`src/rtl/btn_debounce.sv`:
```
// ---------------------------------------------------------------------------
// btn_debounce
// Multi-channel push-button debouncer with press/release pulses, sticky
// press-event flags and a maskable level interrupt.
//
// Parameters
//   N_BTN            number of independent button channels
//   DEBOUNCE_CYCLES  consecutive sys_clk edges the synchronized input must
//                    disagree with btn_state before btn_state follows it
//                    (legal range 2..2^24)
//
// Ports
//   sys_clk      in   single clock, all state lives here
//   sys_rst      in   asynchronous active-high reset
//   btn_in       in   raw asynchronous pad levels, 1 = pressed
//   irq_mask     in   per-channel interrupt enable
//   evt_clear    in   write-1-to-clear strobe for evt_pending
//   btn_state    out  debounced level
//   btn_press    out  one-cycle pulse on each debounced 0->1 transition
//   btn_release  out  one-cycle pulse on each debounced 1->0 transition
//   evt_pending  out  sticky press-event flags
//   irq          out  combinational OR over (evt_pending & irq_mask)
// ---------------------------------------------------------------------------
module btn_debounce #(
  parameter int unsigned N_BTN           = 6,
  parameter int unsigned DEBOUNCE_CYCLES = 500000
) (
  input  logic             sys_clk,
  input  logic             sys_rst,
  input  logic [N_BTN-1:0] btn_in,
  input  logic [N_BTN-1:0] irq_mask,
  input  logic [N_BTN-1:0] evt_clear,
  output logic [N_BTN-1:0] btn_state,
  output logic [N_BTN-1:0] btn_press,
  output logic [N_BTN-1:0] btn_release,
  output logic [N_BTN-1:0] evt_pending,
  output logic             irq
);

  localparam int unsigned CNT_W = (DEBOUNCE_CYCLES > 1) ? $clog2(DEBOUNCE_CYCLES) : 1;
  localparam logic [CNT_W-1:0] CNT_LAST = CNT_W'(DEBOUNCE_CYCLES - 1);

  logic [N_BTN-1:0]            sync1;
  logic [N_BTN-1:0]            sync2;
  logic [N_BTN-1:0][CNT_W-1:0] cnt_q;
  logic [N_BTN-1:0][CNT_W-1:0] cnt_d;
  logic [N_BTN-1:0]            state_d;
  logic [N_BTN-1:0]            press_d;
  logic [N_BTN-1:0]            release_d;
  logic [N_BTN-1:0]            pending_d;

  // Per-channel debounce: count edges of disagreement, flip state on the last one.
  // The press/release pulses are computed alongside the state flip so they
  // appear in the same cycle btn_state first shows its new value.
  always_comb begin
    cnt_d     = '0;
    state_d   = btn_state;
    press_d   = '0;
    release_d = '0;
    for (int i = 0; i < N_BTN; i++) begin
      if (sync2[i] != btn_state[i]) begin
        if (cnt_q[i] == CNT_LAST) begin
          state_d[i]   = sync2[i];
          press_d[i]   = sync2[i];
          release_d[i] = ~sync2[i];
        end else begin
          cnt_d[i] = cnt_q[i] + CNT_W'(1);
        end
      end
    end
  end

  // Sticky event flags: a press arriving with a clear wins.
  always_comb begin
    pending_d = (evt_pending & ~evt_clear) | btn_press;
  end

  // State registers, including the 2-flop input synchronizer.
  always_ff @(posedge sys_clk or posedge sys_rst) begin
    if (sys_rst) begin
      sync1       <= '0;
      sync2       <= '0;
      cnt_q       <= '0;
      btn_state   <= '0;
      btn_press   <= '0;
      btn_release <= '0;
      evt_pending <= '0;
    end else begin
      sync1       <= btn_in;
      sync2       <= sync1;
      cnt_q       <= cnt_d;
      btn_state   <= state_d;
      btn_press   <= press_d;
      btn_release <= release_d;
      evt_pending <= pending_d;
    end
  end

  // Mask changes must reach irq without a clock edge.
  assign irq = |(evt_pending & irq_mask);

endmodule

```
`config.mk`:
```
export PLATFORM = sky130hd
export DESIGN_NAME = btn_debounce
export DESIGN_NICKNAME = d
export VERILOG_FILES = /design/src/rtl/btn_debounce.sv
export SDC_FILE = /design/constraint.sdc
export NUM_CORES = 1
export LEC_CHECK = 0
export ABC_AREA = 1
export CORE_MARGIN = 2
export CORE_UTILIZATION = 60
export CTS_CLUSTER_DIAMETER = 100
export DETAILED_ROUTE_END_ITERATION = 8
export PLACE_DENSITY = 0.8
export SYNTH_ARGS = -nofsm -noshare
export SYNTH_HDL_FRONTEND = slang
export SYNTH_SLANG_ARGS = --single-unit
export TNS_END_PERCENT = 50
```
`constraint.sdc`:
```
create_clock -name sys_clk -period 7.15 [get_ports sys_clk]
set_input_delay 1.43 -clock sys_clk [delete_from_list [all_inputs] [get_ports sys_clk]]
set_output_delay 1.43 -clock sys_clk [all_outputs]
set_load 0.02 [all_outputs]
```
==> flow_summary.yaml <==
status:
  outcome: "finished clean"
sta:
  finalSetupTns_ns: 0
  period_minus_slack_ns: 4.32
  rsz0062_at_grt: "false"
  setup_violations: 0
  fmax_mhz: 232
  worst_pin_slew_ns: 0.867
  worst_hold_slack_ns: 0.354
  hold_violations: 0
  slew_violations: 0
  slew_headroom_pct: 42.2
  finalCritPeriodShare_pct: 60.4
  fin_ws_ns: 2.83
  finClkSkew_ns: 0.00571
critical_path:
  worstSetupPathType: "primary input to output pin"
  max_stage_delay_ns: 0.55
  cp.arrival_ns: 2.89
  worstSetupEndpointType: "output pin"
  crit_chain: "clkdlybuf4s50_1 -> nand2_1 -> nand2_1 -> a221oi_1 -> nand3_1 -> clkdlybuf4s50_1"
  startpoint_type: "primary input"
  cp.required_ns: 5.72
  cp_slowest_cell: "clkdlybuf4s50_1"
  cp_top_family: "buffers and inverters"
  crit_buf_inv: 2
  worstPathMaxFanout: 1
placement:
  place.gp.congestion: 0.877
  post-place-ws_ns: 2.79
  hpwl_um: 11400
  port-buffer-count: 44
  dp_cells: 1279
grt:
  grt_max_degree: 80
  grt_pass1_vias: 6449
  met1_usage_pct: 31.4
  grt_antenna_before_repair: 0
  top_usage_layer: "met2"
  track_usage_pct: 24.6
  use_met3_pct: 5.13
  grt_pass1_wl_um: 28600
  overflow: 0
  use_met2_pct: 41.8
pwr:
  p_leak_nw: 4.00
  fin_total_pwr_w: 0.00179
  power_per_cell_area_nw_per_um2: 194
  ir_drop_v: 0.000229
clocking:
  clockRootBuffer: "clkbuf_16"
  clock-sinks: 150
  post_cts_resized: 0
  cts_setup_buffers: 0
  clkTransAtPathRegs_ns: 0.06
  cts_max_path_buffers: 2
  cts_buffers: 17
  cts-hold-fix-buffers: 0
  htree_levels: 4
  clock_latency_ns: 0.43
  cts_tree: "yes"
job:
  maxCapViolCount: 0
synth:
  syn_inst: 1062
  synth_cell_type_count: 30
  synth_edf_count: 0
  ys_async_sr_fraction_pct: 100
  avgSynthCellArea_um2: 7.57
  ys_seq_elements: 150
  yosysWarnings: 0
  yosysSeqAreaShare_pct: 46.7
  synth_ff_type: "dfrtp_1"
  synthesis.area_um2: 8040
  synth_nets: 1088
route:
  routed_wl_um: 16200
  viasPerCell: 5.09
  postRouteAntennaNets: 0
  drc_errors: 0
  first_iter_violations: 544
  firstDrtPassIters: 4
  num_vias: 6678
  wl_per_cell_um: 12.4
die:
  die_y_um: 120
  initial_utilization_pct: 61.2
  core-area_um2: 13100
  die_area_um2: 14300
  ios: 45
  rows: 42
  dieWidth_um: 120
finish:
  num_antenna_cells: 0
  nets: 1148
  drive_gt1_share_pct: 9.34
  mostFrequentLayoutCells: "nor2_1 (290), nand2_1 (197), dfrtp_1 (150), inv_1 (119), nand3_1 (81)"
  area_growth_pct: 15.3
  final_cells: 1311
  final_common_cell: "nor2_1"
min_path:
  hp-class: "flop to flop"
[cell families (layout without fill, tap and decap cells)]
kind of cell,after synthesis,after routing,synth area share [%]
flip-flops,150,150,46.7
adder cells (fa/ha/maj),6,6,0.934
buffers and inverters,131,204,6.18
AND/OR/NAND/NOR,676,676,37.3
XOR/XNOR,49,49,5.34
AO/OA/AOI/OAI,50,50,3.50
[stage by stage]
step,cell area [um2],util [%]
2_1_floorplan,8040,-
3_3_place_gp,8690,66.1
3_5_place_dp,8690,66.1
4_1_cts,9260,70.5
5_1_grt,9260,70.5
6_report,9260,70.5
[layout make-up]
cell class / count / area (um2)
clock inverters: 13 / 133
fillers: 1047 / 3870
repair buffers: 45 / 448
flip-flops and latches: 150 / 3750
well taps: 176 / 220
multi-input cells: 781 / 3780
inverters: 127 / 482
clock buffers: 19 / 443
[sequential cells by signal (all words and copies together) (netlist names)]
signal,cells
sync2,6
sync1,6
btn_release,6
cnt_q,114
btn_press,6
btn_state,6
evt_pending,6
[cells in the mapped netlist (6+ instances only)]
| library cell | instances | share of area, % |
|---|---|---|
| a21oi_1 | 24 | 1.5 |
| inv_1 | 120 | 5.6 |
| nand2_1 | 197 | 9.2 |
| xnor2_1 | 17 | 1.9 |
| nor3b_1 | 7 | 0.65 |
| inv_2 | 7 | 0.33 |
| nand4_1 | 10 | 0.78 |
| ha_1 | 6 | 0.93 |
| nor2_2 | 25 | 1.9 |
| nor2_1 | 290 | 14 |
| o21ai_0 | 12 | 0.75 |
| nand2_2 | 22 | 1.7 |
| xor2_1 | 32 | 3.5 |
| nor2_4 | 10 | 1.4 |
| o21bai_1 | 8 | 0.75 |
| nand3_1 | 81 | 5.0 |
| nand3b_1 | 6 | 0.56 |
| dfrtp_1 | 150 | 47 |
| nor3_1 | 14 | 0.87 |
[final timing paths]
path / from / end / slack, ns / depth (start not counted)
setup / recovery: irq_mask[1] / irq / 2.83 / 6
hold / removal: sync1[3] / sync2[3] / 0.35 / 0
setup reg to reg: btn_state[5] / cnt_q[103] / 5.48 / 6
hold reg to reg: sync1[3] / sync2[3] / 0.35 / 0
max in group asynchronous: sys_rst / cnt_q[109] / 4.34 / 3
min in group asynchronous: sys_rst / btn_press[5] / 1.49 / 2
[metal layers]
metal	part of all wire (%)	wire, um	vias to the layer above
li1	-	-	3419
met1	46	7390	3102
met2	49	7950	131
met3	3.7	604	26
met4	1.7	275	0
met5	0	0	-
[where the power goes]
group | switching [W] | internal, W
registers | 0.00000856 | 0.000861
clock network | 0.000346 | 0.000519
logic | 0.0000399 | 0.0000196
Power figures use the tool's default switching activity.
